<file path="src/rtl/uart_recv.sv">
// 8N1 UART receiver: two-flop synchronizer, mid-bit sampling, one-cycle byte/framing-error pulses.
// States: IDLE wait for falling edge | START confirm start at half bit | DATA shift 8 bits | STOP check stop bit
module uart_recv #(
    parameter int BIT_CYCLES = 10417
) (
    input  logic       clk,
    input  logic       rst,
    input  logic       uart_din,
    output logic       din_vld,
    output logic [7:0] din_data,
    output logic       frame_err,
    output logic       busy
);
    localparam int HALF = BIT_CYCLES / 2;
    localparam int CW   = $clog2(BIT_CYCLES);
    localparam logic [CW-1:0] HALF_M1 = CW'(HALF - 1);
    localparam logic [CW-1:0] BIT_M1  = CW'(BIT_CYCLES - 1);

    typedef enum logic [1:0] {
        IDLE,
        START,
        DATA,
        STOP
    } state_t;

    state_t        state_q, state_d;
    logic          s1_q, s1_d, s2_q, s2_d, s3_q, s3_d;
    logic [CW-1:0] cnt_q, cnt_d;
    logic [2:0]    idx_q, idx_d;
    logic [7:0]    sh_q, sh_d;
    logic [7:0]    din_data_q, din_data_d;
    logic          din_vld_q, din_vld_d;
    logic          frame_err_q, frame_err_d;
    logic          fall;

    assign fall = s3_q & ~s2_q;

    always_comb begin
        s1_d        = uart_din;
        s2_d        = s1_q;
        s3_d        = s2_q;
        state_d     = state_q;
        cnt_d       = cnt_q;
        idx_d       = idx_q;
        sh_d        = sh_q;
        din_data_d  = din_data_q;
        din_vld_d   = 1'b0;
        frame_err_d = 1'b0;
        case (state_q)
            IDLE: begin
                cnt_d = '0;
                if (fall) state_d = START;
            end
            START: begin
                if (cnt_q == HALF_M1) begin
                    cnt_d = '0;
                    // A start bit that has gone high again by mid-bit is treated as line noise.
                    if (!s2_q) begin
                        state_d = DATA;
                        idx_d   = 3'd0;
                    end else begin
                        state_d = IDLE;
                    end
                end else begin
                    cnt_d = cnt_q + CW'(1);
                end
            end
            DATA: begin
                if (cnt_q == BIT_M1) begin
                    sh_d[idx_q] = s2_q;
                    cnt_d       = '0;
                    if (idx_q == 3'd7) state_d = STOP;
                    else idx_d = idx_q + 3'd1;
                end else begin
                    cnt_d = cnt_q + CW'(1);
                end
            end
            STOP: begin
                if (cnt_q == BIT_M1) begin
                    cnt_d   = '0;
                    state_d = IDLE;
                    if (s2_q) begin
                        din_data_d = sh_q;
                        din_vld_d  = 1'b1;
                    end else begin
                        frame_err_d = 1'b1;
                    end
                end else begin
                    cnt_d = cnt_q + CW'(1);
                end
            end
            default: state_d = IDLE;
        endcase
    end

    always_ff @(posedge clk) begin
        if (rst) begin
            state_q     <= IDLE;
            s1_q        <= 1'b1;
            s2_q        <= 1'b1;
            s3_q        <= 1'b1;
            cnt_q       <= '0;
            idx_q       <= 3'd0;
            sh_q        <= 8'h00;
            din_data_q  <= 8'h00;
            din_vld_q   <= 1'b0;
            frame_err_q <= 1'b0;
        end else begin
            state_q     <= state_d;
            s1_q        <= s1_d;
            s2_q        <= s2_d;
            s3_q        <= s3_d;
            cnt_q       <= cnt_d;
            idx_q       <= idx_d;
            sh_q        <= sh_d;
            din_data_q  <= din_data_d;
            din_vld_q   <= din_vld_d;
            frame_err_q <= frame_err_d;
        end
    end

    assign din_vld   = din_vld_q;
    assign din_data  = din_data_q;
    assign frame_err = frame_err_q;
    assign busy      = (state_q != IDLE);
endmodule

</file>
<file path="config.mk">
export PLATFORM = sky130hd
export DESIGN_NAME = uart_recv
export DESIGN_NICKNAME = d
export VERILOG_FILES = /design/src/rtl/uart_recv.sv
export SDC_FILE = /design/constraint.sdc
export NUM_CORES = 1
export LEC_CHECK = 0
export CORE_ASPECT_RATIO = 0.75
export CORE_UTILIZATION = 54
export DETAILED_ROUTE_END_ITERATION = 8
export GPL_TIMING_DRIVEN = 0
export PLACE_DENSITY = 0.73
export SYNTH_ARGS = -nofsm -noshare
export SYNTH_HDL_FRONTEND = slang
export SYNTH_SLANG_ARGS = --single-unit
</file>
<file path="constraint.sdc">
create_clock -name clk -period 4 [get_ports clk]
set_input_delay 1.2 -clock clk [delete_from_list [all_inputs] [get_ports clk]]
set_output_delay 1.2 -clock clk [all_outputs]
set_load 0.03 [all_outputs]
</file>
## Yosys cells after proc, flatten, opt, wreduce, memory -nomap -nowiden

Index checks and enable logic that the tools add are counted.

| operators by class | value |
|---|---|
| reduce and logical (&&, ||, !) cells | 10 |
| shifts and indexed selects | 0 |
| multiplexer cells | 20 |
| $lt $le $gt $ge | 2 |
| add/subtract/negate cells | 2 |
| eq/ne operators | 13 |
| divide/modulo/power cells | 0 |
| multipliers | 0 |
| bitwise logic cells | 4 |

Operator list:

| cell | count |
|---|---|
| 14-bit one-hot mux with 3 select lines | 1 |
| 14-bit two-way mux | 2 |
| 14-bit by 1-bit adder with 14-bit output, second input constant | 1 |
| 14-bit by 13-bit equality test with 1-bit output, second input constant | 1 |
| 14-bit equality test, second input constant | 1 |
| 2-bit inequality test, second input constant | 7 |
| 2-bit two-way mux | 6 |
| 3-bit two-way mux | 4 |
| 5-bit AND reduction | 2 |
| 8-bit bitwise mux | 1 |
| 2-bit one-hot mux with 4 select lines | 1 |
| 3-bit one-hot mux with 2 select lines | 1 |
| 2-bit equality test, second input constant | 2 |
| 3-bit by 4-bit < comparator with 1-bit output, second input constant | 1 |
| 2-bit nonzero test | 2 |
| 3-bit by 1-bit adder with 3-bit output, second input constant | 1 |
| 1-bit demux with 3-bit select | 1 |
| 3-bit equality test, second input constant | 1 |
| 3-bit by 1-bit >= comparator with 1-bit output, second input constant | 1 |
| 1-bit two-way mux | 3 |
| 1-bit inverter | 3 |
| 3-bit AND reduction | 1 |
| 3-bit OR reduction | 1 |
| 2-bit by 1-bit equality test with 1-bit output, second input constant | 1 |
| other kinds (5) | 5 |

| word-level totals | value |
|---|---|
| memories kept | 0 |
| register bits | 40 |
| memory bits (read-only) | 0 |
| logic and storage cells | 61 |
| RAM bits | 0 |
| output and inout port bits | 11 |
| bits of input ports | 3 |
| latch bits | 0 |

## Longest topological paths before layout

Gate-level depths: netlist (run 1).

| depth | value |
|---|---|
| word-level depth | 5 |
| gate-level depth with buffers | 8 |
| mapped depth without buffers | 7 |

## Least setup slack after synthesis (run 1)

OpenSTA, ideal clock, no wires.

| timing | value |
|---|---|
| kind | register to output |
| start | reg (tool-made name) |
| end | out busy |
| cell stages (with the launch flop) | 3 |
| buffers on the path | 1 |
| slack | 1.974 ns |
| arrival | 0.826 ns |
| cells stage by stage | dfxtp_1 -> buf_2 -> or2_2 |

RTL lines:

| what | line | RTL |
|---|---|---|
| end: declaration | 12 | `output logic busy` |

==> impl_metrics.json, run 1 <==
{
  "grt_max_degree": 13,
  "grt_pass1_wl_um": 5780,
  "status": "finished, final reports clean",
  "yosysWarnings": 0,
  "synth_nets": 198,
  "initial_utilization_pct": 58.5,
  "grt_antenna_before_repair": 0,
  "synth-seq-cells": 40,
  "clock_sinks": 40,
  "min_path_cells": 1,
  "worst-setup-path-type": "flop to output pin",
  "synth_area_sq_um": 1770,
  "finalMaxSlewViolations": 0,
  "antenna_left": 0,
  "critPathMaxFanout": 10,
  "fmaxAchievable_mhz": 349,
  "end_kind": "output pin",
  "cp_data_required_time_ns": 2.80,
  "postSynthAreaPerCell_sq_um": 9.25,
  "gp_congestion": 0.907,
  "yosysUniqueCellTypes": 36,
  "reg2regPathDepth": 7,
  "hold_viol_final": 0,
  "maxCapViolations": 0,
  "drtPass1Iterations": 4,
  "fin_skew_ns": 0.00721,
  "routed_wirelength_um": 3420,
  "synth_cells": 191,
  "synth-edff-count": 0,
  "powerDensity_nw_per_um2": 364,
  "clockBufferDepth": 2,
  "num_rows": 17,
  "synth_seq_area_share_pct": 45.3,
  "cts_hold_buf": 0,
  "synth_top_area_share_pct": 45.3,
  "r2r-end": "cnt_q[3]",
  "cts_root_buffer": "clkbuf_8",
  "ir_drop_mv": 0.203,
  "finish.utilization_pct": 67.6,
  "holdPathEnd": "s2_q",
  "rsz0062_at_grt": "false",
  "grt_pass1_vias": 1260,
  "tritoncts": "built",
  "r2r_slack_ns": 2.07,
  "tightest_slew_ns": 0.484,
  "synthArstFlopShare_pct": 0,
  "cts_setup_buffers": 0,
  "die_w_um": 68.0,
  "diodes": 0,
  "final_nets": 217,
  "die_height_um": 51.5,
  "fin_crit_ns": 2.86,
  "dieArea_sq_um": 3510,
  "num_vias": 1363,
  "cts-buffers-inserted": 5,
  "arrival_ns": 1.66,
  "drive_above_1_share_pct": 10.4,
  "core_sq_um": 3020,
  "grt_overflow_total": 0,
  "p_leak_nw": 0.774,
  "numPortBuffers": 12,
  "cts_max_level": 2,
  "yosys.area.top_type": "dfxtp_1",
  "synthTopCellsByArea": "dfxtp_1 45%, mux2i_1 8.5%, nor2_1 8.3%, xnor2_1 3.0%, xor2_1 3.0%",
  "grt_use_total_pct": 23.1,
  "r2r-start": "cnt_q[0]",
  "ys_top_cells_by_count": "40 x dfxtp_1, 39 x nor2_1, 15 x mux2i_1",
  "setup_violations": 0,
  "dp_hpwl_um": 2430,
  "clk_latency_ns": 0.29,
  "drt_iter0_drc": 60,
  "start_kind": "flop",
  "synthMostInstantiatedCell": "dfxtp_1",
  "finalCritPeriodShare_pct": 71.6,
  "hold_class": "flop to flop",
  "ys.flop_type": "dfxtp_1",
  "clk_pin_slew_ns": 0.08,
  "vias_per_cell": 5.47,
  "wl_per_cell_um": 13.7,
  "worstHoldStart": "s1_q",
  "drc": 0,
  "io_pins": 14,
  "setup_tns_ns": 0,
  "slew_headroom_pct": 67.7,
  "ctsResizeCount": 0,
  "syn2layout_area_growth_pct": 15.6
}
-- layout by cell type, fill, tap and decap left out, types with 6 or more instances in the layout --
| cell type | n |
|---|---|
| nand4_1 | 6 |
| xor2_1 | 6 |
| nand2_1 | 11 |
| mux2i_1 | 15 |
| dfxtp_1 | 40 |
| xnor2_1 | 6 |
| nor2_1 | 39 |
| clkdlybuf4s50_1 | 12 |
-- stage by stage --
step                worst slack (ns)  power (W)  area, sq um  std cells  hold slack [ns]
floorplan                       1.97   0.000427         1770        191            0.389
global placement                1.46   0.000433         1930        241            0.403
detailed placement              1.45   0.000434         1930        241            0.406
CTS                             1.13   0.000748         2040        249            0.428
global route                    1.07   0.000770         2040        249            0.451
finish                          1.14   0.000743         2040        249            0.421
-- where the power goes --
part,switching [W],internal [W]
clock,0.000134,0.000185
sequential,0.00000133,0.000400
combinational,0.0000150,0.00000809
total,0.000150,0.000593
-- flip-flops by register name, summed over array words and instances, names as in the netlist, named ones only --
name       flops
sh_q           8
din_vld        1
idx_q          3
s1_q           1
frame_err      1
din_data       8
state_q        1
s3_q           1
cnt_q         14
s2_q           1
-- cell type report --
type / count / area (sq um)
plain buffers: 8 / 41.3
inverters: 5 / 18.8
clock inverters: 2 / 35.0
clock buffers: 6 / 72.6
repair buffers: 12 / 120
fillers: 241 / 978
flip-flops and latches: 40 / 801
multi-input cells: 138 / 906
well taps: 38 / 47.5
-- critical path, stage by stage, from the launching register on --
cell and delay [ns]:
dfxtp_1 0.31, buf_2 0.18, or2_2 0.30, clkdlybuf4s50_1 0.59
-- cell families (layout without fill, tap and decap cells) --
logic type                 count (synthesis)  count (layout)  synth area share [%]
DFF                                       40              40                  45.3
adders and majority gates                  4               4                  2.83
AOI/OAI and AO/OA                         15              15                  5.38
buffers and inverters                     13              33                  3.40
and+or+nand+nor                           92              92                  28.6
muxes                                     15              15                  8.50
xor gates and xnor gates                  12              12                  5.95
-- how the worst max path moves through the flow --
stage / cells after the start / slack [ns] / start / endpoint
6_report: 3 / 1.14 / flop / busy
5_1_grt: 3 / 1.07 / flop / busy
4_1_cts: 3 / 1.13 / flop / busy
3_5_place_dp: 3 / 1.45 / flop / busy
3_3_place_gp: 3 / 1.46 / flop / busy
2_1_floorplan: 2 / 1.97 / flop / busy
-- per-layer routing --
metal | GRT usage, % | routed length [um] | vias up
met3 | 5.92 | 165 | 5
met5 | 0 | 0 | -
met1 | 31.1 | 1750 | 637
met2 | 34.0 | 1440 | 28
li1 | - | - | 693
met4 | 11.5 | 56 | 0
Power figures use the tool's default switching activity.
==> run 2: changes to the inputs <==
CORE_UTILIZATION = 51   (was 54)
PLACE_DENSITY = 0.72   (was 0.73)
clock period = 2.3 ns   (was 4 ns; I/O delays follow)
==> impl_metrics.json, run 2 (synthesis results as in run 1) <==
{
  "fin_skew_ns": 0.0108,
  "ir_drop_mv": 0.455,
  "setup_tns_ns": 0,
  "diodes": 0,
  "drive_above_1_share_pct": 10.9,
  "cts_root_buffer": "clkbuf_8",
  "finalCritPeriodShare_pct": 92.5,
  "r2r-start": "cnt_q[3]",
  "antenna_left": 0,
  "final_cell_mix": "40 x dfxtp_1, 39 x nor2_1, 15 x mux2i_1",
  "fmaxAchievable_mhz": 470,
  "rsz0062_at_grt": "false",
  "critPathBufInv": 2,
  "end_kind": "output pin",
  "path_depth": 3,
  "hold_class": "flop to flop",
  "clockBufferDepth": 2,
  "cp_data_required_time_ns": 1.61,
  "vias_per_cell": 5.47,
  "routed_wirelength_um": 3460,
  "arrival_ns": 1.44,
  "r2r-end": "sh_q[2]",
  "maxCapViolations": 0,
  "start_kind": "flop",
  "path_cells": "buf_2, or2_2, dlygate4sd2_1",
  "holdPathEnd": "s2_q",
  "slew_headroom_pct": 65.7,
  "r2r_slack_ns": 0.39,
  "dieArea_sq_um": 3710,
  "powerDensity_nw_per_um2": 644,
  "grt_max_degree": 15,
  "initial_utilization_pct": 53.7,
  "cts_hold_buf": 0,
  "clk_pin_slew_ns": 0.08,
  "die_w_um": 70.0,
  "drc": 0,
  "regMostFlops": "cnt_q",
  "grt_pass1_vias": 1228,
  "num_vias": 1373,
  "fin_crit_ns": 2.13,
  "worstHoldStart": "s1_q",
  "drtPass1Iterations": 4,
  "wl_per_cell_um": 13.8,
  "gp_congestion": 0.862,
  "core_sq_um": 3290,
  "clock_sinks": 40,
  "ctsResizeCount": 1,
  "setup_violations": 0,
  "final_nets": 217,
  "numPortBuffers": 12,
  "finalMaxSlewViolations": 0,
  "grt_overflow_total": 0,
  "p_leak_nw": 0.781,
  "layout_commonest_cell": "dfxtp_1",
  "regArea_sq_um": 801,
  "fillers": 276,
  "cts-buffers-inserted": 5,
  "reg2regPathDepth": 5,
  "io_pins": 14,
  "syn2layout_area_growth_pct": 16.1,
  "tightest_slew_ns": 0.515,
  "clk_latency_ns": 0.29,
  "dp_slack_ns": 0.248,
  "critPathMaxFanout": 10,
  "tritoncts": "built",
  "grt_use_total_pct": 20.0,
  "status": "finished, final reports clean",
  "slowest_stage": "dlygate4sd2_1",
  "crit_family": "buffers and inverters",
  "grt_pass1_wl_um": 5680,
  "worst_slack_ns": 0.173,
  "die_height_um": 53.0,
  "drt_iter0_drc": 92,
  "cts_setup_buffers": 0,
  "multi_input_area_sq_um": 906,
  "worst-setup-path-type": "flop to output pin",
  "dp_hpwl_um": 2450,
  "cts_max_level": 2,
  "hold_viol_final": 0,
  "min_path_cells": 1,
  "largest_reg_flops": 14,
  "num_rows": 18,
  "grt_antenna_before_repair": 0,
  "slowest_delay_ns": 0.35
}
==> run 2: cell count changes in the layout (fill, tap and decap cells not counted), sizes merged <==
cell | previous run | this run
clkbuf | 9 | 8
dlygate4sd2 | 0 | 1
clkinv | 1 | 2
clkdlybuf4s50 | 12 | 11
==> run 2: area by class of cell <==
cell class                 count  area share [%]
timing repair buffer          12            5.79
multi-input combinational    138            44.1
buffer                         8            2.01
sequential                    40            39.0
clock inverter                 3            2.32
inverter                       5           0.915
clock buffer                   5            3.35
tap                           40            2.44
==> run 2: how the worst max path moves through the flow <==
stage,end
floorplan,cnt_q[10]
global placement,busy
detailed placement,busy
CTS,busy
global route,busy
finish,busy
==> run 2: through the flow <==
stage                     instance area, sq um  total power [W]  std cells  utilization, %  hold slack [ns]
final                                     2050          0.00132        251            62.4            0.420
after global routing                      2050          0.00136        251            62.4            0.442
after CTS                                 2050          0.00133        251            62.4            0.425
after detailed placement                  1940         0.000754        243            58.9            0.402
after global placement                    1940         0.000753        243            58.9            0.402
after floorplan                           1770         0.000742        191               -            0.389
==> run 2: per-layer routing <==
metal	up-vias	global-route usage (%)	share of wire, %
li1	696	-	-
met1	644	27.5	52
met2	28	29.0	42
met3	5	6.67	4.8
met4	0	7.67	1.0
met5	-	0	0
==> run 2: worst register-to-register path: cells and delay by family (launching register included) <==
| family | cells | cell delay (ns) |
|---|---|---|
| DFF | 1 | 0.38 |
| muxes | 1 | 0.24 |
| and+or+nand+nor | 4 | 1.18 |
==> run 2: where the power goes <==
part	internal, W	switching (W)
Clock	0.000327	0.000257
Combinational	0.0000132	0.0000260
Sequential	0.000696	0.00000253
==> run 3: changes to the inputs <==
CORE_UTILIZATION = 54   (was 51)
DONT_BUFFER_PORTS = 1   (was default)
PLACE_DENSITY = 0.67   (was 0.72)
clock period = 2.75 ns   (was 2.3 ns; I/O delays follow)
==> impl_metrics.json, run 3 (synthesis results as in run 1) <==
{
  "status": "finished, final reports clean",
  "powerDensity_nw_per_um2": 580,
  "numPortBuffers": 0,
  "cts_hold_buf": 0,
  "final_cells": 237,
  "slew_headroom_pct": 66.4,
  "grt_antenna_before_repair": 0,
  "worst_slack_ns": 0.748,
  "setup_violations": 0,
  "io_pins": 14,
  "dp_slack_ns": 0.792,
  "tightest_slew_ns": 0.503,
  "final_nets": 205,
  "cp_data_required_time_ns": 1.93,
  "path_cells": "buf_2, or2_2",
  "ctsResizeCount": 0,
  "p_leak_nw": 0.742,
  "fmaxAchievable_mhz": 500,
  "place_area_sq_um": 1810,
  "cts_root_buffer": "clkbuf_8",
  "dp.cells": 229,
  "regMostFlops": "cnt_q",
  "die_height_um": 51.5,
  "rsz0062_at_grt": "false",
  "largest_reg_flops": 14,
  "hold_viol_final": 0,
  "final_cell_mix": "40 x dfxtp_1, 39 x nor2_1, 15 x mux2i_1",
  "die_w_um": 68.0,
  "drt_iter0_drc": 77,
  "drtPass1Iterations": 4,
  "clock_sinks": 40,
  "drc": 0,
  "r2r_slack_ns": 0.77,
  "antenna_left": 0,
  "finalMaxSlewViolations": 0,
  "r2r-start": "cnt_q[0]",
  "whs_ns": 0.413,
  "fillers": 261,
  "grt_use_total_pct": 21.8,
  "core_sq_um": 3020,
  "routed_wirelength_um": 3300,
  "slowest_stage": "or2_2",
  "cts_max_level": 2,
  "reg2regPathDepth": 7,
  "r2r-end": "cnt_q[9]",
  "arrival_ns": 1.18,
  "syn2layout_area_growth_pct": 9.84,
  "crit_end": "busy",
  "initial_utilization_pct": 58.5,
  "slowest_delay_ns": 0.40,
  "clk_pin_slew_ns": 0.07,
  "gp_congestion": 0.881,
  "drive_above_1_share_pct": 11.6,
  "start_kind": "flop",
  "tritoncts": "built",
  "end_kind": "output pin",
  "fin_skew_ns": 0.00447,
  "cts-buffers-inserted": 5,
  "num_rows": 17,
  "clk_latency_ns": 0.29,
  "diodes": 0,
  "hold_class": "flop to flop",
  "setup_tns_ns": 0,
  "fin_area_sq_um": 1940,
  "cts_setup_buffers": 0,
  "wl_per_cell_um": 13.9,
  "maxCapViolations": 0,
  "critPathMaxFanout": 10,
  "fin_crit_ns": 2.00,
  "dp_hpwl_um": 2390,
  "worst-setup-path-type": "flop to output pin",
  "grt_pass1_wl_um": 5440,
  "grt_pass1_vias": 1179,
  "clockBufferDepth": 2,
  "min_path_cells": 1,
  "dieArea_sq_um": 3510,
  "grt_overflow_total": 0,
  "num_vias": 1321,
  "finalCritPeriodShare_pct": 72.8,
  "vias_per_cell": 5.57,
  "grt_max_degree": 13,
  "layout_commonest_cell": "dfxtp_1",
  "ir_drop_mv": 0.423
}
==> run 3: final cells by class <==
cell class | count | area, sq um | area share (%)
multi-input combinational | 138 | 906 | 46.7
sequential | 40 | 801 | 41.3
clock buffer | 7 | 96.3 | 4.96
tap | 38 | 47.5 | 2.45
buffer | 8 | 41.3 | 2.13
clock inverter | 1 | 30.0 | 1.55
inverter | 5 | 18.8 | 0.967
==> run 3: worst min-delay path by stage <==
stage | to | start | slack [ns]
CTS | s2_q | s1_q | 0.42
detailed placement | s2_q | s1_q | 0.40
floorplan | s2_q | s1_q | 0.39
global placement | s2_q | s1_q | 0.39
global route | s2_q | s1_q | 0.42
finish | s2_q | s1_q | 0.41
==> run 3: worst max-delay path: cells and delay by family, from the launching register on <==
family        cells  cell delay (ns)
simple gates      1             0.40
flops             1             0.31
buf+inv           1             0.18
==> run 3: per-layer routing <==
| metal | routed length, um | vias up | track usage [%] | part of all wire (%) |
|---|---|---|---|---|
| met3 | 194 | 5 | 7.02 | 5.9 |
| met1 | 1780 | 618 | 33.5 | 54 |
| met2 | 1270 | 31 | 26.1 | 38 |
| met5 | 0 | - | 0 | 0 |
| li1 | - | 667 | - | - |
| met4 | 50 | 0 | 10.4 | 1.5 |
==> run 3: through the flow <==
stage | util, % | power [W]
floorplan | - | 0.000621
global placement | 60.1 | 0.000627
detailed placement | 60.1 | 0.000628
CTS | 64.3 | 0.00114
global route | 64.3 | 0.00116
finish | 64.3 | 0.00113
==> run 3: where the power goes <==
part           leakage [nW]  total (W)  switching, W  internal (W)
clock network        0.0645   0.000511      0.000191      0.000320
registers             0.323   0.000585    0.00000228      0.000582
logic                 0.354  0.0000306     0.0000216    0.00000902
total                 0.742    0.00113      0.000215      0.000911
